==> config.mk <==
export PLATFORM = sky130hd
export DESIGN_NAME = byte_packer
export DESIGN_NICKNAME = d
export VERILOG_FILES = /design/src/rtl/byte_packer_pkg.sv /design/src/rtl/byte_packer.sv
export SDC_FILE = /design/constraint.sdc
export NUM_CORES = 1
export LEC_CHECK = 0
export BUFFER_PORTS_ARGS = -buffer_cell sky130_fd_sc_hd__buf_2
export CORE_MARGIN = 2
export CORE_UTILIZATION = 40
export DETAILED_ROUTE_END_ITERATION = 10
export GPL_TIMING_DRIVEN = 0
export SKIP_CTS_REPAIR_TIMING = 1
export SYNTH_ARGS = -nofsm -noshare
export SYNTH_HDL_FRONTEND = slang
export SYNTH_SLANG_ARGS = --single-unit
==> constraint.sdc <==
create_clock -name clk_i -period 2.1 [get_ports clk_i]
set_input_delay 0.315 -clock clk_i [delete_from_list [all_inputs] [get_ports clk_i]]
set_output_delay 0.315 -clock clk_i [all_outputs]
set_load 0.01 [all_outputs]
==> src/rtl/byte_packer_pkg.sv <==
// Shared definitions for byte_packer: FSM state encoding, word geometry
// and the checksum accumulate helper.
package byte_packer_pkg;

  localparam int unsigned WORD_BYTES = 4;

  typedef logic [0:0] state_t;
  localparam state_t COLLECT = 1'b0;
  localparam state_t HOLD    = 1'b1;

  function automatic logic [7:0] chk_update(input logic [7:0] acc, input logic [7:0] b);
    return acc ^ b;
  endfunction

endpackage

==> src/rtl/byte_packer.sv <==
// Packs a stream of bytes into 32-bit words with byte enables and flush.
// Optional XOR checksum output chk_o is enabled by BYTE_PACKER_CHECKSUM_EN.
module byte_packer
  import byte_packer_pkg::*;
(
  input  logic        clk_i,
  input  logic        rstn_i,
  input  logic        valid_i,
  output logic        ready_o,
  input  logic [7:0]  data_i,
  input  logic        flush_i,
  output logic        valid_o,
  input  logic        ready_i,
  output logic [31:0] data_o,
  output logic [3:0]  be_o
`ifdef BYTE_PACKER_CHECKSUM_EN
  ,
  output logic [7:0]  chk_o
`endif
);

  localparam int unsigned DATA_W = WORD_BYTES * 8;

  state_t              state_r;
  state_t              state_nxt_s;
  logic [1:0]          cnt_r;
  logic [1:0]          cnt_nxt_s;
  logic [DATA_W-1:0]   data_r;
  logic [DATA_W-1:0]   data_nxt_s;
  logic [WORD_BYTES-1:0] be_r;
  logic [WORD_BYTES-1:0] be_nxt_s;
  logic                accept_s;
  logic                close_s;
`ifdef BYTE_PACKER_CHECKSUM_EN
  logic [7:0]          chk_r;
  logic [7:0]          chk_nxt_s;
`endif

  assign ready_o  = (state_r == COLLECT);
  assign valid_o  = (state_r == HOLD);
  assign accept_s = valid_i & ready_o;
  // A word closes when the last lane fills or a flush finds something to emit.
  assign close_s  = (accept_s && (cnt_r == 2'd3)) ||
                    (flush_i && ((cnt_r != 2'd0) || accept_s));

  // Next-state, lane fill and clear-on-handoff logic.
  always_comb begin
    state_nxt_s = state_r;
    cnt_nxt_s   = cnt_r;
    data_nxt_s  = data_r;
    be_nxt_s    = be_r;
`ifdef BYTE_PACKER_CHECKSUM_EN
    chk_nxt_s   = chk_r;
`endif
    case (state_r)
      COLLECT: begin
        if (accept_s) begin
          case (cnt_r)
            2'd0:    data_nxt_s[7:0]   = data_i;
            2'd1:    data_nxt_s[15:8]  = data_i;
            2'd2:    data_nxt_s[23:16] = data_i;
            2'd3:    data_nxt_s[31:24] = data_i;
            default: data_nxt_s        = data_r;
          endcase
          be_nxt_s  = be_r | (4'b0001 << cnt_r);
          cnt_nxt_s = cnt_r + 2'd1;
`ifdef BYTE_PACKER_CHECKSUM_EN
          chk_nxt_s = chk_update(chk_r, data_i);
`endif
        end else begin
          cnt_nxt_s = cnt_r;
        end
        if (close_s) begin
          state_nxt_s = HOLD;
        end else begin
          state_nxt_s = COLLECT;
        end
      end
      HOLD: begin
        if (ready_i) begin
          state_nxt_s = COLLECT;
          cnt_nxt_s   = 2'd0;
          data_nxt_s  = 32'h0000_0000;
          be_nxt_s    = 4'b0000;
`ifdef BYTE_PACKER_CHECKSUM_EN
          chk_nxt_s   = 8'h00;
`endif
        end else begin
          state_nxt_s = HOLD;
        end
      end
      default: begin
        state_nxt_s = COLLECT;
        cnt_nxt_s   = 2'd0;
        data_nxt_s  = 32'h0000_0000;
        be_nxt_s    = 4'b0000;
`ifdef BYTE_PACKER_CHECKSUM_EN
        chk_nxt_s   = 8'h00;
`endif
      end
    endcase
  end

  // State and word registers; reset discards any partial or held word.
  always_ff @(posedge clk_i or negedge rstn_i) begin
    if (!rstn_i) begin
      state_r <= COLLECT;
      cnt_r   <= 2'd0;
      data_r  <= 32'h0000_0000;
      be_r    <= 4'b0000;
`ifdef BYTE_PACKER_CHECKSUM_EN
      chk_r   <= 8'h00;
`endif
    end else begin
      state_r <= state_nxt_s;
      cnt_r   <= cnt_nxt_s;
      data_r  <= data_nxt_s;
      be_r    <= be_nxt_s;
`ifdef BYTE_PACKER_CHECKSUM_EN
      chk_r   <= chk_nxt_s;
`endif
    end
  end

  assign data_o = data_r;
  assign be_o   = be_r;
`ifdef BYTE_PACKER_CHECKSUM_EN
  assign chk_o  = chk_r;
`endif

endmodule

* Word-level counts from Yosys, hierarchy flattened *
Cells that the tools add are included.

word-level totals
  bits in registers = 39
  input port bits = 13
  output and inout bits = 38
  word-level logic and storage cells = 48

cells by class
  add/subtract/negate cells = 1
  equal/unequal tests = 9
  shift operators = 1
  muxes and demuxes = 16
  bitwise operators = 3
  reduce and logical (&&, ||, !) cells = 11

operators by type and width
  cell                                              number
  2-to-1 mux 32 bit                                 2
  one-hot mux 32 bit (2 select lines)               1
  2-to-1 mux 8 bit                                  4
  AND reduction 3 bit                               4
  != test 2 x 1 -> 1 bit (second input constant)    5
  2-to-1 mux 4 bit                                  2
  one-hot mux 4 bit (2 select lines)                1
  == test 2 bit (second input constant)             2
  2-to-1 mux 2 bit                                  2
  bitwise OR 4 bit                                  1
  one-hot mux 2 bit (2 select lines)                1
  left shift 1 x 2 -> 4 bit (first input constant)  1
  adder 2 x 1 -> 2 bit (second input constant)      1
  == test 2 x 1 -> 1 bit (second input constant)    1
  logical AND 1 bit                                 2
  logical NOT 2 bit                                 1
  logical OR 1 bit                                  2
  2-to-1 mux 1 bit                                  2
  != test 2 bit (second input constant)             1
  one-hot mux 1 bit (2 select lines)                1
  AND reduction 2 bit                               1
  nonzero test 2 bit                                1
  AND 1 bit                                         1
  inverter 1 bit                                    1

* Depth between registers and ports, before layout *
Gate-level depths: netlist (run 1).

  depth in word-level cells = 7
  mapped depth = 5
  gate-level depth less buffers = 5

* Least setup slack after synthesis (run 1) *
Ideal clock, no wire load.

  path kind = register to register
  start point = register cnt_r[0]
  end point = register data_r[6] (netlist: data_o[6])
  library setup time = 132 ps
  arrival = 1132 ps
  required time = 1968 ps
  slack = 836 ps
  stages on the path, launching flop included = 6
  period minus slack after synthesis = 1264 ps
  path through = dfrtp_1 -> inv_1 -> ha_1 -> nand2_2 -> mux2i_1 -> o21ai_1

on the way
  longest elaborated chain between the ends = 3

ends and longest elaborated chain
  item                              RTL line            text
  from (decl)                       byte_packer.sv:26   logic [1:0] cnt_r;
  from (signal assigned)            byte_packer.sv:116  cnt_r <= cnt_nxt_s;
  logical NOT 2 bit                 byte_packer.sv:58   case (cnt_r)
  != test 2 x 1 -> 1 bit (no line)  --
  AND reduction 3 bit (no line)     --
  to (signal assigned)              byte_packer.sv:117  data_r <= data_nxt_s;
  to (decl)                         byte_packer.sv:28   logic [DATA_W-1:0] data_r;

Every way passes these cells.
A chain may end at the register's enable or synchronous reset.

* Worst setup path in the final report (run 1) *
  start point = register state_r (netlist: valid_o)
  end point = output ready_o

on the way
  longest elaborated chain between the ends = 1

ends and longest elaborated chain
  item                    RTL line            text
  from (decl)             byte_packer.sv:24   state_t state_r;
  from (signal assigned)  byte_packer.sv:115  state_r <= state_nxt_s;
  inverter 1 bit          --
  to (decl)               byte_packer.sv:9    output logic ready_o,

Every way passes these cells.

==> results.toml, run 1 <==
[placement]
place.detailed.hpwl_mm = 2.98
io_buffer_count = 50
gpl.final_weighted_congestion = 0.721
dpl-instance-area_um2 = 2170

[route]
via_per_inst = 5.25
dr_iter_0_viols = 88
totalWireLength_mm = 4.41
num_vias = 1512
number_of_nets_with_antenna_violations_after_detailed_routing = 0
detailed_router_iteration_count_before_antenna_repair = 5
drc_errors = 0
routed_wire_length_per_instance_um = 15.3

[setup_path]
crit-reg2reg-capture = "data_o[5]"
start_kind = "register"
critPathTopFamily = "buffers and inverters"
worstSetupPathDepth = 3
critical_path_peak_fanout = 10
critical-path-max-stage-delay_ns = 0.48
worstReg2RegStart = "cnt_r[0]"
timing.reg2reg.setup_slack_ns = 0.60
crit_buf_inv = 3
r2r.worst_path.cells = 5
critical_path_required_ns = 1.78
crit_chain = "clkbuf_1, inv_1, buf_2"
worst_ep_arrival_time_ns = 1.41
worst_setup_path_end_kind = "output pin"
critical_path.slowest_cell = "dfrtp_1"
critical_path_class = "reg -> out"

[sta]
worst_pin_slew_ns = 0.882
setup_repair_after_global_routing_missed_its_margin = "no"
fin_tns_setup_ns = 0
finalSetupViolCount = 0
timing.final.crit_period_ns = 1.73
fin_worst_skew_ns = 0.00244
max_slew_margin_pct = 41.2
hold_violations = 0
timing.fmax_mhz = 579
slew_viol_final = 0
finalCritPeriodShare_pct = 82.3

[finish]
seq_area_um2 = 976
area_delta_synth_final_pct = 21.4
n_fill_cell = 412
most-common-layout-cells = "50 x buf_2, 39 x dfrtp_1, 34 x nand2_1, 33 x mux2i_1, 29 x o21ai_0"
most_common_cell_after_layout_fill_and_taps_aside = "buf_2"
finalInstanceArea_um2 = 2250
multi_input_area_um2 = 785
antenna_cells_inserted = 0
finalCoreUtilization_pct = 51.0
layout-drive-gt1-share_pct = 27.5
final_nets = 252

[die]
area_enclosed_by_the_die_boundary_um2 = 5200
initial_core_util_pct = 42.0
fp.coreArea_um2 = 4410
fp-row-count = 24
num_io_pins = 51
dieHeight_um = 72.1
die_w_um = 72.1

[logic_synthesis]
synth-seq-area-share_pct = 52.6
synth_cell_types = 18
ys_seq_elements = 39
synth.yosys.warnings = 0
synth_nets = 195
postSynthAreaPerCell_um2 = 10.4
postSynthCellCount = 178
post_synth_instance_area_um2 = 1850

[clock_network]
cts_buffers = 5
clock_tree_from_tritoncts = "built"
path_clk_slew_ns = 0.07
cts_max_path_buffers = 2
htreeDepth = 2
ctsRootBufferMaster = "clkbuf_8"
cts.sinks = 39
worstSkewPairLatency_ns = 0.29

[pwr]
p_leak_uw = 0.00128
power_density_nw_per_um2 = 1400
power.ir.vdd_worst_v = 0.000554

[status]
run_status = "completed"

[run]
drv.max_cap_violation_count = 0

[global_route]
maximum_number_of_pins_on_one_net_before_global_route_repair = 40
first_pass_grt_wire_length_mm = 7.11
global_route.overflow_total = 0
via_count_of_the_first_global_routing_pass = 1403
grt_use_total_pct = 18.1
number_of_antenna_violations_at_the_first_check_in_global_routing = 0

[min_path]
worstHoldPathType = "in -> async"
-- synthesized netlist by cell type (all sizes together) --
cell type | instances | area [um2]
o21ai | 32 | 160
inv | 8 | 30.0
nand2 | 38 | 153
o21bai | 1 | 7.51
nor2 | 1 | 3.75
clkbuf | 4 | 15.0
a21oi | 3 | 15.0
o22ai | 7 | 43.8
and2 | 1 | 6.26
ha | 4 | 50.1
xnor2 | 1 | 8.76
mux2i | 33 | 330
buf | 5 | 48.8
dfrtp | 39 | 976
nor2b | 1 | 6.26
-- cell families after synthesis --
kind of cell    Yosys count  share of synthesized area [%]
compound gates           43                           12.2
flops                    39                           52.6
buf+inv                  17                           5.06
xor+xnor                  1                          0.472
mux                      33                           17.8
fa+ha+maj                 4                           2.70
simple gates             41                           9.11
-- flip-flops by register name (all words and copies together), names as in the netlist --
name,cells
be_o,4
cnt_r,2
data_o,32
valid_o,1
-- worst register-to-register path, delay by kind of cell (launching register included) --
family                     cells  cell delay (ns)
DFF                            1             0.44
and+or+nand+nor                1             0.27
adders and majority gates      1             0.25
muxes                          1             0.22
buffers and inverters          1             0.09
AOI/OAI and AO/OA              1             0.09
-- per-layer routing --
| layer | global-route usage (%) | share of wire, % | up-vias |
|---|---|---|---|
| met5 | 0 | 0 | - |
| met4 | 6.29 | 1.4 | 0 |
| met3 | 3.89 | 6.2 | 9 |
| met2 | 26.8 | 44 | 53 |
| met1 | 26.2 | 48 | 728 |
| li1 | - | - | 722 |
-- through the flow --
step / instances / hold slack, ns / power (uW) / setup slack (ns)
after floorplan: 178 / 0.0194 / 2130 / 0.836
after global placement: 280 / 0.489 / 2660 / 0.633
after detailed placement: 280 / 0.493 / 2700 / 0.621
after CTS: 288 / 0.181 / 3200 / 0.361
after global routing: 288 / 0.223 / 3420 / 0.290
final: 288 / 0.144 / 3160 / 0.372
-- power by group --
part / internal (uW) / total, uW / switching, uW
combinational: 574 / 1340 / 764
clock: 233 / 489 / 256
sequential: 1070 / 1330 / 264
total: 1880 / 3160 / 1280
-- how the worst max path moves through the flow --
stage | startpoint | end | slack (ns)
4_1_cts | valid_o | ready_o | 0.36
6_report | valid_o | ready_o | 0.37
3_5_place_dp | cnt_r[0] | data_o[7] | 0.62
5_1_grt | valid_o | ready_o | 0.29
3_3_place_gp | cnt_r[0] | data_o[4] | 0.63
2_1_floorplan | cnt_r[0] | data_o[6] | 0.84
-- cell type report --
| class | instances | area share [%] |
|---|---|---|
| Tap cell | 52 | 2.89 |
| Multi-Input combinational cell | 122 | 34.9 |
| Buffer | 9 | 2.83 |
| Inverter | 8 | 1.33 |
| Timing Repair Buffer | 50 | 11.1 |
| Clock buffer | 7 | 3.39 |
| Sequential cell | 39 | 43.4 |
| Clock inverter | 1 | 0.222 |
No activity file was read; power rests on OpenSTA's default activity.
==> run 2: changes to the inputs <==
Settings changed: PLACE_DENSITY set to 0.66.
Clock period 2.1 ns to 1.5 ns, I/O delays scaled along.
==> run 2 against run 1 <==
Against the previous run: global-route usage down 0.15 points; worst hold slack worse by 0.089 ns; total power up 46%; count of clock-buffer cells in the layout down 1; final area up 1.8%; cell count down 0.35%; critical path depth unchanged; routed wire length down 1.1%.
==> results.toml, run 2 (synthesized netlist as in run 1, its figures left out) <==
[finish]
most_common_cell_after_layout_fill_and_taps_aside = "buf_2"
area_delta_synth_final_pct = 23.6
cell_count_final_fillers_out = 287
final_nets = 252
most-common-layout-cells = "50 x buf_2, 38 x dfrtp_1, 34 x nand2_1, 33 x mux2i_1, 29 x o21ai_0"
largest_register_ffs = 32
layout-drive-gt1-share_pct = 28.5
finalInstanceArea_um2 = 2290
antenna_cells_inserted = 0
finalCoreUtilization_pct = 51.9

[pwr]
power.total_uw = 4600
power.ir.vdd_worst_v = 0.000812
p_leak_uw = 0.00131
power_density_nw_per_um2 = 2010

[route]
number_of_nets_with_antenna_violations_after_detailed_routing = 0
via_per_inst = 5.11
drc_errors = 0
dr_iter_0_viols = 89
detailed_router_iteration_count_before_antenna_repair = 4
routed_wire_length_per_instance_um = 15.2
totalWireLength_mm = 4.36
num_vias = 1467

[clock_network]
worstSkewPairLatency_ns = 0.29
path_clk_slew_ns = 0.07
htreeDepth = 2
ctsRootBufferMaster = "clkbuf_8"
clock_tree_from_tritoncts = "built"
cts_max_path_buffers = 2
cts.sinks = 39
cts_buffers = 5

[placement]
gpl.final_weighted_congestion = 0.792
pre_cts_ws_ns = 0.0243
place.detailed.hpwl_mm = 2.90
io_buffer_count = 50
dp.cells = 280
dpl-instance-area_um2 = 2170

[sta]
timing.final.crit_period_ns = 1.43
max_slew_margin_pct = 41.3
timing.fmax_mhz = 701
fin_worst_skew_ns = 0.00646
setup_repair_after_global_routing_missed_its_margin = "no"
worst_pin_slew_ns = 0.880
worst_slack_ns = 0.0743
hold_violations = 0
finalSetupViolCount = 0
slew_viol_final = 0
finalCritPeriodShare_pct = 95.0

[min_path]
worstHoldPathType = "in -> async"

[global_route]
global_route.overflow_total = 0
grt_use_total_pct = 17.9
first_pass_grt_wire_length_mm = 6.97
via_count_of_the_first_global_routing_pass = 1376
maximum_number_of_pins_on_one_net_before_global_route_repair = 40
number_of_antenna_violations_at_the_first_check_in_global_routing = 0

[die]
die_w_um = 72.1
area_enclosed_by_the_die_boundary_um2 = 5200
fp.coreArea_um2 = 4410
dieHeight_um = 72.1
num_io_pins = 51
fp-row-count = 24
initial_core_util_pct = 42.0

[setup_path]
critical_path_class = "reg -> out"
start_kind = "register"
worst_ep_arrival_time_ns = 1.20
critPathTopFamily = "flip-flops"
crit_buf_inv = 3
critical_path_required_ns = 1.27
critical-path-max-stage-delay_ns = 0.47
timing.reg2reg.setup_slack_ns = 0.16
critical_path.slowest_cell = "dfrtp_1"
crit_chain = "clkbuf_4, inv_1, buf_2"
worst_setup_path_end_kind = "output pin"
critical_path_peak_fanout = 10

[status]
run_status = "completed"

[run]
drv.max_cap_violation_count = 0
[run 2: cell count changes in the layout (fill, tap and decap cells not counted), sizes merged]
cell / delta
clkbuf: -1
bufinv: +1
clkinv: -1
[run 2: final cells by class]
class / count / area (um2)
sequential: 39 / 977
fill: 415 / 2120
buffer: 9 / 67.6
clock inverter: 1 / 30.0
inverter: 8 / 30.0
timing repair buffer: 50 / 250
tap: 52 / 65.1
multi-input combinational: 122 / 800
clock buffer: 6 / 72.6
[run 2: routing by layer]
metal,vias up,track usage [%],share of wire [%]
li1,724,-,-
met1,699,25.2,48
met2,39,25.6,45
met3,5,5.69,5.0
met4,0,7.34,1.4
met5,-,0,0
[run 2: power breakdown]
part	total, uW	internal [uW]	switching, uW	leakage (uW)
clock network	842	488	355	0.0000513
registers	1860	1500	357	0.000513
logic	1900	823	1080	0.000741
[run 2: metrics by stage]
| stage | setup TNS, ns | hold slack (ns) |
|---|---|---|
| after floorplan | 0 | -0.0706 |
| after global placement | 0 | 0.398 |
| after detailed placement | 0 | 0.403 |
| after CTS | -0.113 | 0.0872 |
| after global routing | 0 | 0.108 |
| final | 0 | 0.0544 |
[run 2: path summary, 6_finish.rpt]
path                           start  cells after the start         to
setup / recovery             valid_o                      3    ready_o
hold / removal                rstn_i                      1  data_o[3]
setup reg to reg            cnt_r[1]                      5  data_o[5]
hold reg to reg            data_o[7]                      2  data_o[7]
max in group asynchronous     rstn_i                      1   cnt_r[0]
min in group clk_i           flush_i                      3    valid_o
